File: config.mk
export PLATFORM = sky130hd
export DESIGN_NAME = bus_interconnect_flat
export DESIGN_NICKNAME = d
export VERILOG_FILES = /design/src/rtl/bus_pkg.sv /design/src/rtl/bus_interconnect_if.sv /design/src/rtl/bus_timeout_ctr.sv /design/src/rtl/bus_interconnect.sv /design/src/flat_wrapper.sv
export SDC_FILE = /design/constraint.sdc
export NUM_CORES = 1
export LEC_CHECK = 0
export BUFFER_PORTS_ARGS = -buffer_cell sky130_fd_sc_hd__clkbuf_2
export CORE_AREA = 2 2 106 108
export DETAILED_ROUTE_END_ITERATION = 6
export DIE_AREA = 0 0 108 110
export PLACE_DENSITY = 0.79
export SLEW_MARGIN = 30
export SYNTH_ARGS = -nofsm -noshare
export SYNTH_HDL_FRONTEND = slang
export SYNTH_HIERARCHICAL = 1
export SYNTH_SLANG_ARGS = --single-unit
File: constraint.sdc
create_clock -name clk -period 2.6 [get_ports clk]
set_clock_uncertainty 0.1 [all_clocks]
set_input_delay 0.52 -clock clk [delete_from_list [all_inputs] [get_ports clk]]
set_output_delay 0.52 -clock clk [all_outputs]
set_load 0.01 [all_outputs]
File: src/rtl/bus_pkg.sv
// Shared types and constants for the CPU-side bus interconnect.
package bus_pkg;

   // Transaction tracker states
   typedef enum logic [1:0] {
      ST_IDLE = 2'd0,
      ST_WAIT = 2'd1,
      ST_ERR  = 2'd2,
      ST_DONE = 2'd3
   } bus_state_e;

   // Access size encodings carried on m_size / s_size
   localparam logic [1:0] SZ_BYTE = 2'd0;
   localparam logic [1:0] SZ_HALF = 2'd1;
   localparam logic [1:0] SZ_WORD = 2'd2;

   // Data returned on an error response unless overridden
   localparam logic [31:0] ERR_DATA_DEFAULT = 32'hDEADBEEF;

   // Latched request broadcast to every slave channel
   typedef struct packed {
      logic [31:0] addr;
      logic        rw;
      logic [31:0] wdata;
      logic [1:0]  size;
   } bus_req_t;

endpackage

File: src/rtl/bus_interconnect_if.sv
// Master-side request/response bus plus the per-slave channels.
// slave modport: the interconnect's view. master modport: the surrounding
// system (CPU and slave devices) driving requests and slave responses.
interface bus_interconnect_if #(
   parameter int unsigned NSLAVES = 2
);
   logic [31:0]           m_address;
   logic                  m_rw_req;
   logic                  m_rw;
   logic [31:0]           m_write_data;
   logic [1:0]            m_size;
   logic [31:0]           m_read_data;
   logic                  m_rec;
   logic                  m_err;
   logic [NSLAVES-1:0]    s_rw_req;
   logic [31:0]           s_address;
   logic                  s_rw;
   logic [31:0]           s_write_data;
   logic [1:0]            s_size;
   logic [NSLAVES*32-1:0] s_read_data;
   logic [NSLAVES-1:0]    s_rec;

   modport slave (
      input  m_address, m_rw_req, m_rw, m_write_data, m_size,
      output m_read_data, m_rec, m_err,
      output s_rw_req, s_address, s_rw, s_write_data, s_size,
      input  s_read_data, s_rec
   );

   modport master (
      output m_address, m_rw_req, m_rw, m_write_data, m_size,
      input  m_read_data, m_rec, m_err,
      input  s_rw_req, s_address, s_rw, s_write_data, s_size,
      output s_read_data, s_rec
   );
endinterface

File: src/rtl/bus_timeout_ctr.sv
// Cycle counter with clear/enable; expire_c flags the last allowed cycle.
module bus_timeout_ctr #(
   parameter int unsigned W     = 8,
   parameter int unsigned LIMIT = 255
) (
   input  logic clk,
   input  logic reset,
   input  logic clr,
   input  logic en,
   output logic expire_c
);
   logic [W-1:0] count_q, count_d;

   // Clear has priority over counting
   always_comb begin
      count_d = count_q;
      if (clr) begin
         count_d = '0;
      end else if (en) begin
         count_d = count_q + W'(1);
      end
   end

   // Count register
   always_ff @(posedge clk or negedge reset) begin
      if (!reset) begin
         count_q <= '0;
      end else begin
         count_q <= count_d;
      end
   end

   assign expire_c = (count_q == W'(LIMIT - 1));
endmodule

File: src/rtl/bus_interconnect.sv
// Single-master to NSLAVES-channel bus decoder with one outstanding
// transaction, error response for unmapped addresses and silent slaves.
// NSLAVES must match the parameter of the connected interface.
module bus_interconnect
   import bus_pkg::*;
#(
   parameter int unsigned NSLAVES  = 2,
   parameter int unsigned SEL_W    = 1,
   parameter int unsigned TIMEOUT  = 255,
   parameter logic [31:0] ERR_DATA = ERR_DATA_DEFAULT
) (
   input logic               clk,
   input logic               reset,
   bus_interconnect_if.slave bus
);
   localparam int unsigned CNT_W = $clog2(TIMEOUT + 1);

   bus_state_e         state_q, state_d;
   logic [SEL_W-1:0]   sel_q, sel_d;
   bus_req_t           req_q, req_d;
   logic [NSLAVES-1:0] s_rw_req_q, s_rw_req_d;
   logic [31:0]        rdata_q, rdata_d;
   logic               rec_q, rec_d;
   logic               err_q, err_d;

   logic [SEL_W-1:0]   idx_c;
   logic               rec_sel_c;
   logic [31:0]        rdata_sel_c;
   logic               ctr_clr_c, ctr_en_c, ctr_exp_c;

   assign idx_c = bus.m_address[31 -: SEL_W];

   bus_timeout_ctr #(
      .W     (CNT_W),
      .LIMIT (TIMEOUT)
   ) u_timeout (
      .clk      (clk),
      .reset    (reset),
      .clr      (ctr_clr_c),
      .en       (ctr_en_c),
      .expire_c (ctr_exp_c)
   );

   // Pick the data-valid and read data of the selected channel only
   always_comb begin
      rec_sel_c   = 1'b0;
      rdata_sel_c = '0;
      for (int unsigned i = 0; i < NSLAVES; i++) begin
         if (sel_q == SEL_W'(i)) begin
            rec_sel_c   = bus.s_rec[i];
            rdata_sel_c = bus.s_read_data[i*32 +: 32];
         end
      end
   end

   // Next state and registered-output values
   always_comb begin
      state_d    = state_q;
      sel_d      = sel_q;
      req_d      = req_q;
      s_rw_req_d = s_rw_req_q;
      rdata_d    = rdata_q;
      rec_d      = 1'b0;
      err_d      = 1'b0;
      ctr_clr_c  = 1'b0;
      ctr_en_c   = 1'b0;
      case (state_q)
         ST_IDLE: begin
            ctr_clr_c = 1'b1;
            if (bus.m_rw_req) begin
               req_d = '{addr:  bus.m_address,
                         rw:    bus.m_rw,
                         wdata: bus.m_write_data,
                         size:  bus.m_size};
               if (32'(idx_c) < NSLAVES) begin
                  sel_d      = idx_c;
                  s_rw_req_d = NSLAVES'(1) << idx_c;
                  state_d    = ST_WAIT;
               end else begin
                  state_d = ST_ERR;
               end
            end
         end
         ST_WAIT: begin
            ctr_en_c = 1'b1;
            if (!bus.m_rw_req) begin
               // master abort: drop the slave request without responding
               s_rw_req_d = '0;
               state_d    = ST_IDLE;
            end else if (rec_sel_c) begin
               // data beats the timeout when both land in the same cycle
               rdata_d    = rdata_sel_c;
               rec_d      = 1'b1;
               s_rw_req_d = '0;
               state_d    = ST_DONE;
            end else if (ctr_exp_c) begin
               s_rw_req_d = '0;
               state_d    = ST_ERR;
            end
         end
         ST_ERR: begin
            rec_d   = 1'b1;
            err_d   = 1'b1;
            rdata_d = ERR_DATA;
            state_d = ST_DONE;
         end
         ST_DONE: begin
            // wait for the master to release so a held request is not re-issued
            if (!bus.m_rw_req) begin
               state_d = ST_IDLE;
            end
         end
         default: begin
            state_d = ST_IDLE;
         end
      endcase
   end

   // State and output registers
   always_ff @(posedge clk or negedge reset) begin
      if (!reset) begin
         state_q    <= ST_IDLE;
         sel_q      <= '0;
         req_q      <= '0;
         s_rw_req_q <= '0;
         rdata_q    <= '0;
         rec_q      <= 1'b0;
         err_q      <= 1'b0;
      end else begin
         state_q    <= state_d;
         sel_q      <= sel_d;
         req_q      <= req_d;
         s_rw_req_q <= s_rw_req_d;
         rdata_q    <= rdata_d;
         rec_q      <= rec_d;
         err_q      <= err_d;
      end
   end

   assign bus.m_read_data  = rdata_q;
   assign bus.m_rec        = rec_q;
   assign bus.m_err        = err_q;
   assign bus.s_rw_req     = s_rw_req_q;
   assign bus.s_address    = req_q.addr;
   assign bus.s_rw         = req_q.rw;
   assign bus.s_write_data = req_q.wdata;
   assign bus.s_size       = req_q.size;
endmodule

File: src/flat_wrapper.sv
// flat-port wrapper written by rule: the top's interface ports become plain ports
module bus_interconnect_flat import bus_pkg::*;
#(
   parameter int unsigned NSLAVES  = 2,
   parameter int unsigned SEL_W    = 1,
   parameter int unsigned TIMEOUT  = 255,
   parameter logic [31:0] ERR_DATA = ERR_DATA_DEFAULT
)
  (clk, reset, bus_m_address, bus_m_rw_req, bus_m_rw, bus_m_write_data, bus_m_size, bus_m_read_data, bus_m_rec, bus_m_err, bus_s_rw_req, bus_s_address, bus_s_rw, bus_s_write_data, bus_s_size, bus_s_read_data, bus_s_rec);
  bus_interconnect_if #(.NSLAVES(NSLAVES)) bus_i ();
  input logic clk;
  input logic reset;
  input wire logic [$bits(bus_i.m_address)-1:0] bus_m_address;
  input wire logic [$bits(bus_i.m_rw_req)-1:0] bus_m_rw_req;
  input wire logic [$bits(bus_i.m_rw)-1:0] bus_m_rw;
  input wire logic [$bits(bus_i.m_write_data)-1:0] bus_m_write_data;
  input wire logic [$bits(bus_i.m_size)-1:0] bus_m_size;
  output wire logic [$bits(bus_i.m_read_data)-1:0] bus_m_read_data;
  output wire logic [$bits(bus_i.m_rec)-1:0] bus_m_rec;
  output wire logic [$bits(bus_i.m_err)-1:0] bus_m_err;
  output wire logic [$bits(bus_i.s_rw_req)-1:0] bus_s_rw_req;
  output wire logic [$bits(bus_i.s_address)-1:0] bus_s_address;
  output wire logic [$bits(bus_i.s_rw)-1:0] bus_s_rw;
  output wire logic [$bits(bus_i.s_write_data)-1:0] bus_s_write_data;
  output wire logic [$bits(bus_i.s_size)-1:0] bus_s_size;
  input wire logic [$bits(bus_i.s_read_data)-1:0] bus_s_read_data;
  input wire logic [$bits(bus_i.s_rec)-1:0] bus_s_rec;
  assign bus_i.m_address = bus_m_address;
  assign bus_i.m_rw_req = bus_m_rw_req;
  assign bus_i.m_rw = bus_m_rw;
  assign bus_i.m_write_data = bus_m_write_data;
  assign bus_i.m_size = bus_m_size;
  assign bus_m_read_data = bus_i.m_read_data;
  assign bus_m_rec = bus_i.m_rec;
  assign bus_m_err = bus_i.m_err;
  assign bus_s_rw_req = bus_i.s_rw_req;
  assign bus_s_address = bus_i.s_address;
  assign bus_s_rw = bus_i.s_rw;
  assign bus_s_write_data = bus_i.s_write_data;
  assign bus_s_size = bus_i.s_size;
  assign bus_i.s_read_data = bus_s_read_data;
  assign bus_i.s_rec = bus_s_rec;
  bus_interconnect #(.NSLAVES(NSLAVES), .SEL_W(SEL_W), .TIMEOUT(TIMEOUT), .ERR_DATA(ERR_DATA)) u_core (.clk(clk), .reset(reset), .bus(bus_i));
endmodule
==> metrics.log <==
INFO  metric run_status = finished clean
INFO  metric grt_overflow = 0
INFO  metric synth.ff_latch_count = 113
INFO  metric io_pins = 239
INFO  metric worst_hold_startpoint = bus_m_address[26]
INFO  metric fin_nets = 721
INFO  metric critPathTopFamily = buffers and inverters
INFO  metric port_buffers = 238
INFO  metric clock_latency = 510 ps
INFO  metric maxClockFrequency = 454 MHz
INFO  metric worstPathRequired = 1980 ps
INFO  metric timing.setup.tns = 0 ps
INFO  metric ant_nets = 0
INFO  metric flow.area_growth_from_synthesis = 42.2%
INFO  metric vias = 3698
INFO  metric timing.final.max_slew_violations = 0
INFO  metric start_util = 44.9%
INFO  metric design.core.area = 10700 um2
INFO  metric mappedNetlistNets = 476
INFO  metric synth_edf_count = 0
INFO  metric worst-slew-pin-transition = 528 ps
INFO  metric antenna_found_initial = 0
INFO  metric start_kind = register
INFO  metric max-clock-path-buffers = 2
INFO  metric ys.flop_type = sky130_fd_sc_hd__dfrtp_1
INFO  metric fill_cells = 797
INFO  metric clk_root_buffer_cell = sky130_fd_sc_hd__clkbuf_8
INFO  metric critical_path.startpoint = u_core/sel_q
INFO  metric hold_ws = 118 ps
INFO  metric route.met3.wl = 1.09 mm
INFO  metric postSynth.asyncResetShare = 100%
INFO  metric timing.final.crit_period = 2210 ps
INFO  metric grt_first_pass_wirelength = 17.5 mm
INFO  metric routabilityCongestion = 0.730
INFO  metric cp_peak_stage_delay = 460 ps
INFO  metric synthesis.area = 4800 um2
INFO  metric firstDrtPassIters = 4
INFO  metric detail_route.drc_violations = 0
INFO  metric largest_net_degree_at_the_start_of_global_routing = 47
INFO  metric number_of_failing_setup_endpoints_in_the_final_timing_report = 0
INFO  metric first_global_vias = 3786
INFO  metric netlist.area_leader.share = 58.9%
INFO  metric worst_slew_margin_rel = 64.8%
INFO  metric post_drt_via_cell_ratio = 5.06
INFO  metric cts-htree-levels = 4
INFO  metric top_layer_used = met4
INFO  metric power_density = 1240 nW/um2
INFO  metric wl_met2 = 6.01 mm
INFO  metric synth.top_cells.by_area = sky130_fd_sc_hd__dfrtp_1, sky130_fd_sc_hd__mux2_1, sky130_fd_sc_hd__mux2i_1
INFO  metric drive_above_1_share = 48.6%
INFO  metric maxCapViolations = 0
INFO  metric floorplan.rows = 38
INFO  metric antenna_cells_inserted = 0
INFO  metric hold_class = input port to register
INFO  metric die_area = 11900 um2
INFO  metric sequential_share_of_the_synthesized_area = 58.9%
INFO  metric die_h = 110 um
INFO  metric grt_setup_unrepaired = no
INFO  metric chipWidth = 108 um
INFO  metric dpl.hpwl = 8.63 mm
INFO  metric totalWireLength = 11.6 mm
INFO  metric power.ir.vdd_worst = 685 uV
INFO  metric finalHoldViolCount = 0
INFO  metric post_synth_inst_count = 333
INFO  metric yosys_warnings = 6
INFO  metric cp_num_buf_inv = 2
INFO  metric worstSetupPathType = register to primary output
INFO  metric netlist.top_cell.by_area = sky130_fd_sc_hd__dfrtp_1
INFO  metric numCtsBuffers = 17
INFO  metric end_kind = primary output
INFO  metric worst_reg2reg_path_startpoint = u_core/state_q[0]
INFO  metric cp_cell_instances = buf_4, clkbuf_2
INFO  metric synth_area_per_cell = 14.4 um2
INFO  metric synth.lib_cells_used.distinct = 38
INFO  metric p_leak = 3.42 nW
INFO  metric critical_path_peak_fanout = 33
INFO  metric groute.usage.overall = 19.3%
INFO  metric drt_first_iter_violations = 139
INFO  metric critical_path_arrival = 1590 ps
INFO  metric synth.most_common_cell = sky130_fd_sc_hd__dfrtp_1
INFO  metric route.layer.met1.wl = 4.31 mm
INFO  metric routed_wire_length_per_instance = 15.9 um
INFO  metric slowest_stage = sky130_fd_sc_hd__buf_4
INFO  metric tritoncts_clock_tree = done
INFO  metric cts_clock_pin_slew_for_the_worst_setup_and_hold_paths = 60 ps
INFO  metric cts_sinks = 113
INFO  metric finalCritPeriodShare = 84.8%
INFO  metric synth_top_cells_by_count = sky130_fd_sc_hd__dfrtp_1, sky130_fd_sc_hd__mux2_1, sky130_fd_sc_hd__mux2i_1
==> worst paths after layout <==
check / end / slack (ps) / depth (start not counted)
setup / recovery: bus_s_address[31] / 390 / 2
hold / removal: u_core/bus.s_address[26] / 120 / 2
setup reg to reg: u_core/state_q[0] / 560 / 6
hold reg to reg: u_core/bus.s_address[26] / 380 / 1
max in group asynchronous: u_core/bus.m_read_data[2] / 1380 / 3
min in group asynchronous: u_core/bus.s_write_data[0] / 360 / 2
==> per-stage QoR <==
step / cells / cell area [um2] / power, mW / util, % / setup WS [ps]
floorplan: 333 / 4800 / 4.75 / - / 680
global placement: 698 / 6160 / 5.84 / 57.5 / 746
detailed placement: 698 / 6160 / 6.00 / 57.5 / 629
CTS: 731 / 6830 / 8.60 / 63.8 / 347
global route: 731 / 6830 / 8.98 / 63.8 / 291
finish: 731 / 6830 / 8.49 / 63.8 / 395
==> cells by family after synthesis <==
group,synth area share (%)
adders and majority gates,1.82
xor gates and xnor gates,0.730
and+or+nand+nor,3.65
DFF,58.9
muxes,23.6
AOI/OAI and AO/OA,8.55
buffers and inverters,2.79
==> final cells by class <==
cell class                      count  area (um2)  area share, %
Tap cell                          140         175           2.57
Timing Repair Buffer              248        1310           19.2
Sequential cell                   113        2830           41.4
Inverter                            3        11.3          0.165
Clock buffer                       22         483           7.07
Clock inverter                     10         178           2.60
Multi-Input combinational cell    195        1840           27.0
==> state kept, by name (all words and copies together), names as in the netlist, named ones only <==
| signal | count |
|---|---|
| u_core/bus.m_err | 1 |
| u_core/bus.m_read_data | 32 |
| u_core/bus.m_rec | 1 |
| u_core/bus.s_address | 31 |
| u_core/bus.s_rw | 1 |
| u_core/bus.s_rw_req | 2 |
| u_core/bus.s_size | 2 |
| u_core/bus.s_write_data | 32 |
| u_core/sel_q | 1 |
| u_core/state_q | 1 |
| u_core/u_timeout/count_q | 8 |
==> cell usage in the layout (no fill, tap or decap), drive strengths merged, types with 2 or more instances in the layout <==
cell / netlist / layout
mux2: 70 / 70
nand4: 3 / 3
nand2: 3 / 3
ha: 7 / 7
buf: 18 / 10
o32ai: 3 / 3
nand3: 3 / 3
or3: 5 / 5
o2bb2ai: 8 / 8
clkbuf: 4 / 259
o21ai: 4 / 4
clkinv: 0 / 4
mux2i: 34 / 34
bufinv: 0 / 5
xor2: 3 / 3
nor2b: 3 / 3
a2bb2oi: 24 / 24
nor2: 8 / 8
a21oi: 3 / 3
inv: 3 / 3
a211oi: 2 / 2
dfrtp: 113 / 113
==> power breakdown <==
| group | total, mW | switching [mW] | leakage, nW | internal [mW] |
|---|---|---|---|---|
| sequential | 2.96 | 0.438 | 1.32 | 2.52 |
| clock | 2.54 | 0.764 | 0.327 | 1.77 |
| combinational | 3.00 | 1.54 | 1.77 | 1.46 |
==> timing repair <==
action | in CTS | in global routing
endpoints found under the hold margin | 23 | 0
buffers inserted | 0 | 0
endpoints found under the setup margin | 0 | 0
hold buffers | 1 | 0
resized for setup | 0 | 0
==> layer usage <==
| layer | track usage [%] | vias up |
|---|---|---|
| met1 | 20.8 | 1777 |
| met2 | 34.5 | 191 |
| met3 | 6.41 | 18 |
| met4 | 8.52 | 0 |
| li1 | - | 1712 |
| met5 | 0 | - |
(Power assumes the default switching activity.)
